<file path="config.mk">
export PLATFORM = sky130hd
export DESIGN_NAME = tri_bus_ctrl_flat
export DESIGN_NICKNAME = d
export VERILOG_FILES = /design/src/rtl/tri_bus_pkg.sv /design/src/rtl/tri_bus_ctrl_if.sv /design/src/rtl/tri_bus_ctrl_rr_arbiter.sv /design/src/rtl/tri_bus_ctrl.sv /design/src/flat_wrapper.sv
export SDC_FILE = /design/constraint.sdc
export NUM_CORES = 1
export LEC_CHECK = 0
export BUFFER_PORTS_ARGS = -buffer_cell sky130_fd_sc_hd__buf_2
export CAP_MARGIN = 20
export CORE_AREA = 2 2 43 61
export CTS_CLUSTER_SIZE = 24
export DETAILED_ROUTE_END_ITERATION = 8
export DIE_AREA = 0 0 45 63
export GPL_ROUTABILITY_DRIVEN = 0
export PLACE_DENSITY = 0.73
export SLEW_MARGIN = 5
export SYNTH_ARGS = -nofsm -noshare
export SYNTH_HDL_FRONTEND = slang
export SYNTH_SLANG_ARGS = --single-unit
</file>
<file path="constraint.sdc">
create_clock -name clk -period 1.85 [get_ports clk]
set_input_delay 0.37 -clock clk [delete_from_list [all_inputs] [get_ports clk]]
set_output_delay 0.37 -clock clk [all_outputs]
set_load 0.05 [all_outputs]
</file>
<file path="src/rtl/tri_bus_pkg.sv">
// Shared types and width helper for the tri-state bus controller.
// Purely declarative: no logic, no latency.
package tri_bus_pkg;

   typedef enum logic [1:0] {
      IDLE  = 2'd0,
      DRIVE = 2'd1,
      TURN  = 2'd2
   } state_t;

   // Index/counter width that stays >= 1 even for degenerate counts.
   function automatic int cnt_w(input int n);
      return (n <= 1) ? 1 : $clog2(n);
   endfunction

endpackage

</file>
<file path="src/rtl/tri_bus_ctrl_if.sv">
// Requester-side bundle of the shared-bus controller: per-channel req/wdata in,
// registered grant, combinational bus drive and beat strobes out.
interface tri_bus_ctrl_if #(
   parameter int N_CH   = 4,
   parameter int DATA_W = 8
);

   logic [N_CH-1:0]        req;
   logic [N_CH*DATA_W-1:0] wdata;
   logic [N_CH-1:0]        grant;
   logic                   bus_oe;
   logic [DATA_W-1:0]      bus_out;
   logic [N_CH-1:0]        beat;

   modport master (
      output req, wdata,
      input  grant, bus_oe, bus_out, beat
   );

   modport slave (
      input  req, wdata,
      output grant, bus_oe, bus_out, beat
   );

endinterface

</file>
<file path="src/rtl/tri_bus_ctrl_rr_arbiter.sv">
// Round-robin pick: first requester after last_owner, wrapping. Combinational,
// zero latency; valid=0 when nobody requests.
module rr_arbiter
   import tri_bus_pkg::*;
#(
   parameter int N_CH = 4,
   parameter int OW   = cnt_w(N_CH)
) (
   input  logic [N_CH-1:0] req,
   input  logic [OW-1:0]   last_owner,
   output logic [OW-1:0]   winner,
   output logic            valid
);

   logic [OW-1:0] cand;

   always_comb begin
      winner = '0;
      valid  = 1'b0;
      cand   = '0;
      for (int k = 1; k <= N_CH; k++) begin
         cand = OW'((int'(last_owner) + k) % N_CH);
         if (!valid && req[cand]) begin
            valid  = 1'b1;
            winner = cand;
         end
      end
   end

endmodule

</file>
<file path="src/rtl/tri_bus_ctrl.sv">
// Round-robin tri-state bus owner: grant one cycle after req in IDLE, bus drive follows owner req
// combinationally. Bursts capped at MAX_BEATS with TA_CYC released cycles between owners; TRI_BUS_PAD_EN adds bus_io/rd_data.
module tri_bus_ctrl
   import tri_bus_pkg::*;
#(
   parameter int N_CH      = 4,
   parameter int DATA_W    = 8,
   parameter int MAX_BEATS = 4,
   parameter int TA_CYC    = 1
) (
   input  logic           clk,
   input  logic           rst_n,
   tri_bus_ctrl_if.slave  bus
`ifdef TRI_BUS_PAD_EN
   ,
   inout  wire  [DATA_W-1:0] bus_io,
   output logic [DATA_W-1:0] rd_data
`endif
);

   localparam int OW = cnt_w(N_CH);
   localparam int BW = cnt_w(MAX_BEATS);
   localparam int TW = cnt_w(TA_CYC);
   localparam logic [BW-1:0] BEAT_LAST = BW'(MAX_BEATS - 1);
   localparam logic [TW-1:0] TA_LAST   = TW'((TA_CYC > 0) ? TA_CYC - 1 : 0);

   state_t            state, state_nx;
   logic [N_CH-1:0]   grant_q, grant_nx;
   logic [OW-1:0]     last_owner, last_owner_nx;
   logic [BW-1:0]     beat_cnt, beat_cnt_nx;
   logic [TW-1:0]     ta_cnt, ta_cnt_nx;
   logic [OW-1:0]     arb_win;
   logic              arb_vld;
   logic              take_arb;
   logic              drive_exit;
   logic              owner_req;
   logic              drive_on;
   logic [DATA_W-1:0] ch_dat [N_CH];

   rr_arbiter #(
      .N_CH (N_CH),
      .OW   (OW)
   ) u_arb (
      .req        (bus.req),
      .last_owner (last_owner),
      .winner     (arb_win),
      .valid      (arb_vld)
   );

   always_comb begin
      for (int i = 0; i < N_CH; i++) begin
         ch_dat[i] = bus.wdata[i*DATA_W +: DATA_W];
      end
   end

   // last_owner doubles as the current owner index while in DRIVE.
   assign owner_req = bus.req[last_owner];
   assign drive_on  = (state == DRIVE) && owner_req;

   assign bus.grant   = grant_q;
   assign bus.bus_oe  = drive_on;
   assign bus.bus_out = drive_on ? ch_dat[last_owner] : '0;
   assign bus.beat    = drive_on ? grant_q : '0;

   always_comb begin
      state_nx      = state;
      grant_nx      = grant_q;
      last_owner_nx = last_owner;
      beat_cnt_nx   = beat_cnt;
      ta_cnt_nx     = ta_cnt;
      take_arb      = 1'b0;
      drive_exit    = 1'b0;

      unique case (state)
         IDLE: begin
            take_arb = 1'b1;
         end
         DRIVE: begin
            if (!owner_req) begin
               drive_exit = 1'b1;
            end else if (beat_cnt == BEAT_LAST) begin
               drive_exit = 1'b1;
            end else begin
               beat_cnt_nx = beat_cnt + BW'(1);
            end
            if (drive_exit) begin
               grant_nx  = '0;
               ta_cnt_nx = '0;
               state_nx  = TURN;
               // With no turnaround the exit edge hands over directly.
               take_arb  = (TA_CYC == 0);
            end
         end
         TURN: begin
            if (ta_cnt == TA_LAST) begin
               take_arb = 1'b1;
            end else begin
               ta_cnt_nx = ta_cnt + TW'(1);
            end
         end
         default: begin
            state_nx = IDLE;
         end
      endcase

      if (take_arb) begin
         if (arb_vld) begin
            state_nx      = DRIVE;
            grant_nx      = N_CH'(1) << arb_win;
            last_owner_nx = arb_win;
            beat_cnt_nx   = '0;
         end else begin
            state_nx = IDLE;
         end
      end
   end

   // Reset puts last_owner on the top channel so channel 0 wins first.
   always_ff @(posedge clk or negedge rst_n) begin
      if (!rst_n) begin
         state      <= IDLE;
         grant_q    <= '0;
         last_owner <= OW'(N_CH - 1);
         beat_cnt   <= '0;
         ta_cnt     <= '0;
      end else begin
         state      <= state_nx;
         grant_q    <= grant_nx;
         last_owner <= last_owner_nx;
         beat_cnt   <= beat_cnt_nx;
         ta_cnt     <= ta_cnt_nx;
      end
   end

`ifdef TRI_BUS_PAD_EN
   assign bus_io = drive_on ? bus.bus_out : {DATA_W{1'bz}};

   always_ff @(posedge clk or negedge rst_n) begin
      if (!rst_n) begin
         rd_data <= '0;
      end else if (!drive_on) begin
         rd_data <= bus_io;
      end
   end
`endif

endmodule
</file>
<file path="src/flat_wrapper.sv">
// flat-port wrapper written by rule: the top's interface ports become plain ports
module tri_bus_ctrl_flat import tri_bus_pkg::*;
#(
   parameter int N_CH      = 4,
   parameter int DATA_W    = 8,
   parameter int MAX_BEATS = 4,
   parameter int TA_CYC    = 1
)
  (clk, rst_n, bus_req, bus_wdata, bus_grant, bus_bus_oe, bus_bus_out, bus_beat);
  tri_bus_ctrl_if #(.N_CH(N_CH), .DATA_W(DATA_W)) bus_i ();
  input  logic clk;
  input  logic rst_n;
  input wire logic [$bits(bus_i.req)-1:0] bus_req;
  input wire logic [$bits(bus_i.wdata)-1:0] bus_wdata;
  output wire logic [$bits(bus_i.grant)-1:0] bus_grant;
  output wire logic [$bits(bus_i.bus_oe)-1:0] bus_bus_oe;
  output wire logic [$bits(bus_i.bus_out)-1:0] bus_bus_out;
  output wire logic [$bits(bus_i.beat)-1:0] bus_beat;
  assign bus_i.req = bus_req;
  assign bus_i.wdata = bus_wdata;
  assign bus_grant = bus_i.grant;
  assign bus_bus_oe = bus_i.bus_oe;
  assign bus_bus_out = bus_i.bus_out;
  assign bus_beat = bus_i.beat;
  tri_bus_ctrl #(.N_CH(N_CH), .DATA_W(DATA_W), .MAX_BEATS(MAX_BEATS), .TA_CYC(TA_CYC)) u_core (.clk(clk), .rst_n(rst_n), .bus(bus_i));
endmodule
</file>
==> out/results.ini <==
[setup_path]
worst-path-stages=5
worstSetupPathType=reg -> out
cp.required_ns=1.48
rr_worst_depth=5
worstSetupEndpoint=bus_beat[2]
reg2reg_to=u_core.bus.grant[2]
r2r_slack_ns=-0.01
cp_top_family=flip-flops
r2r-start=u_core.last_owner[1]
critPathMaxFanout=5
crit_chain=mux4_2, nor3b_4, buf_6, and2_4, buf_8
critPathArrivalTime_ns=1.92
worstSetupEndpointType=output port
critPathBufInv=2
crit_start=u_core.last_owner[1]
critPathLaunchType=flop
cp_slowest_cell=dfstp_2
slowest_delay_ns=0.54

[layout]
final_nets=174
multi_input_area_sq_um=548
insertedDiodeCount=0
regArea_sq_um=253
fillCellCount=213
final_util_pct=58.1
drive_gt1_share_pct=74.1
area_delta_synth_final_pct=71.8

[run]
drv_cap=0

[yosys]
syn-cell-area_sq_um=782
synthFlopType=dfrtp_1
ys_ff_latch=10
synth-edff-count=0
synth_seq_area_share_pct=32.3
ys_warn_count=0
async_flop_share_pct=100
syn_avg_cell_area_sq_um=11.5
synth_nets=106
synthDistinctLibCells=26
synth_cells=68

[floorplan]
die_area_sq_um=2840
core_area_sq_um=2310
start_util_pct=33.8
die_width_microns=45
rows=21
dieHeight_microns=63
io_pins=55

[place]
io_buffers=54
hpwl_microns=1730

[outcome]
violations=negative setup slack
outcome=finished, violations left

[cts]
cts_buffer_depth=2
cts.clk_slew.worst_paths_ns=0.07
cts_made_buffers=3
clkSinkCount=10
cts_root_buffer=clkbuf_4
cts_max_level=1
cts_tree=built
insertion_delay_ns=0.26

[timing]
worst_clock_skew_ns=0.000486
rsz0062_at_grt=yes
hold_viol_final=0
min_period_over_period_pct=124
final_max_slew_viol_count=0
worst_slew_pin_slew_ns=0.331
setup_viol=15
slew_headroom_pct=78.0
period_needed_ns=2.29
fmax_mhz=436
worst_slack_ns=-0.445

[global_route]
grtUsageTotal_pct=17.5
grt_overflow=0
grt_max_degree=15
grt_pass1_vias=845
grt_pass1_wl_microns=3700
grt_antenna_before_repair=0

[routing]
drcViolationCount=0
via_per_inst=5.25
drt_iter0_drc=12
antenna_left=0
post_drt_wl_per_cell_microns=14.8
firstDrtPassIters=4
drt_wl_total_microns=2340
vias=829

[pwr]
power.total_mw=2.34
power.leakage_nw=0.671
p_clk_share_pct=8.4
p_seq_share_pct=17.0
switching_share_pct=46.5
p_int_mw=1.25
ir_worst_vdd_mv=0.893
power.density_nw_per_um2=1740
power_switching_mw=1.09
power_frac_comb_pct=74.5

[worst_hold_path]
hold_path.class=in -> async

-- through the flow --
step / worst slack (ns) / instance area (sq um) / cells / TNS (ns) / hold WS, ns
final: -0.445 / 1340 / 158 / -5.54 / 0.497
after global routing: -0.497 / 1340 / 158 / -6.42 / 0.504
after CTS: -0.450 / 1330 / 158 / -5.68 / 0.485
after detailed placement: -0.364 / 1150 / 150 / -4.55 / 0.243
after global placement: -0.291 / 1150 / 150 / -3.61 / 0.236
after floorplan: -0.188 / 821 / 68 / -1.88 / 0.0744
-- cell usage after synthesis (2+ instances only) --
| cell type | count | area (sq um) |
|---|---|---|
| and2_1 | 12 | 75.1 |
| mux4_2 | 9 | 203 |
| dfrtp_1 | 8 | 200 |
| nand2_1 | 6 | 22.5 |
| nor2_1 | 5 | 18.8 |
| a21o_1 | 2 | 15.0 |
| a22o_1 | 2 | 17.5 |
| a32o_1 | 2 | 20.0 |
| buf_2 | 2 | 10.0 |
| dfstp_2 | 2 | 52.6 |
| mux2i_1 | 2 | 20.0 |
| nor2b_1 | 2 | 12.5 |
-- placed cells by master, fill, tap and decap left out --
master	n
nor2_2	2
and3b_1	1
buf_6	11
a31oi_1	1
buf_2	41
and2_4	12
o32ai_2	1
a21o_1	2
a21oi_1	1
mux4_2	9
dfstp_2	2
a32o_1	2
nor2_1	4
o2bb2ai_1	1
a21oi_2	1
a211oi_2	2
nor3b_4	1
a22oi_1	1
nor2b_1	2
mux2i_1	2
dfrtp_1	8
inv_1	1
a22o_1	2
buf_4	10
clkbuf_8	1
clkbuf_4	3
nand2_1	6
buf_8	4
dlygate4sd3_1	1
-- repair_timing --
action,4_1_cts,5_1_grt
buffers inserted,3,0
cloned,0,0
endpoints found under the hold margin,8,0
hold buffers,1,0
pin swaps,1,0
gates resized for setup,35,3
endpoints found under the setup margin,15,19
-- final cells by class --
type,instances,share of cell area [%]
Sequential cell,10,18.8
Clock buffer,4,2.70
Timing Repair Buffer,67,35.3
Tap cell,23,2.14
Inverter,1,0.279
Multi-Input combinational cell,53,40.8
-- registers in the layout, summed over array words and instances, names as in the netlist --
name               cells
u_core.beat_cnt        2
u_core.bus.grant       4
u_core.last_owner      2
u_core.state           2
-- routing by layer --
metal | up-vias | wire (microns) | track usage (%)
met5 | - | 0 | 0
li1 | 398 | - | -
met2 | 51 | 1250 | 33.4
met3 | 0 | 299 | 3.76
met1 | 380 | 785 | 17.9
met4 | 0 | 0 | 4.41
-- power groups by stage --
stage	Combinational (mW)	Sequential [mW]	Clock (mW)
floorplan	1.11	0.487	0
global placement	1.46	0.396	0
detailed placement	1.49	0.401	0
CTS	1.73	0.399	0.205
global route	1.86	0.414	0.216
finish	1.75	0.399	0.198
-- worst min-delay path by stage --
stage	from	end	slack [ns]	cells after the start
after floorplan	rst_n	u_core.beat_cnt[0]	0.07	0
after global placement	rst_n	u_core.bus.grant[3]	0.24	1
after detailed placement	rst_n	u_core.bus.grant[3]	0.24	1
after CTS	rst_n	u_core.bus.grant[3]	0.48	2
after global routing	rst_n	u_core.bus.grant[3]	0.50	2
final	rst_n	u_core.bus.grant[3]	0.50	2
-- cells by family (layout without fill, tap and decap cells) --
| logic type | after synthesis | count (layout) | share of synthesized area [%] |
|---|---|---|---|
| flops | 10 | 10 | 32.3 |
| buf+inv | 5 | 72 | 4.16 |
| mux | 11 | 11 | 28.5 |
| simple gates | 28 | 28 | 20.0 |
| compound gates | 14 | 14 | 15.0 |
Note: power is estimated with default switching activity, not from simulation.
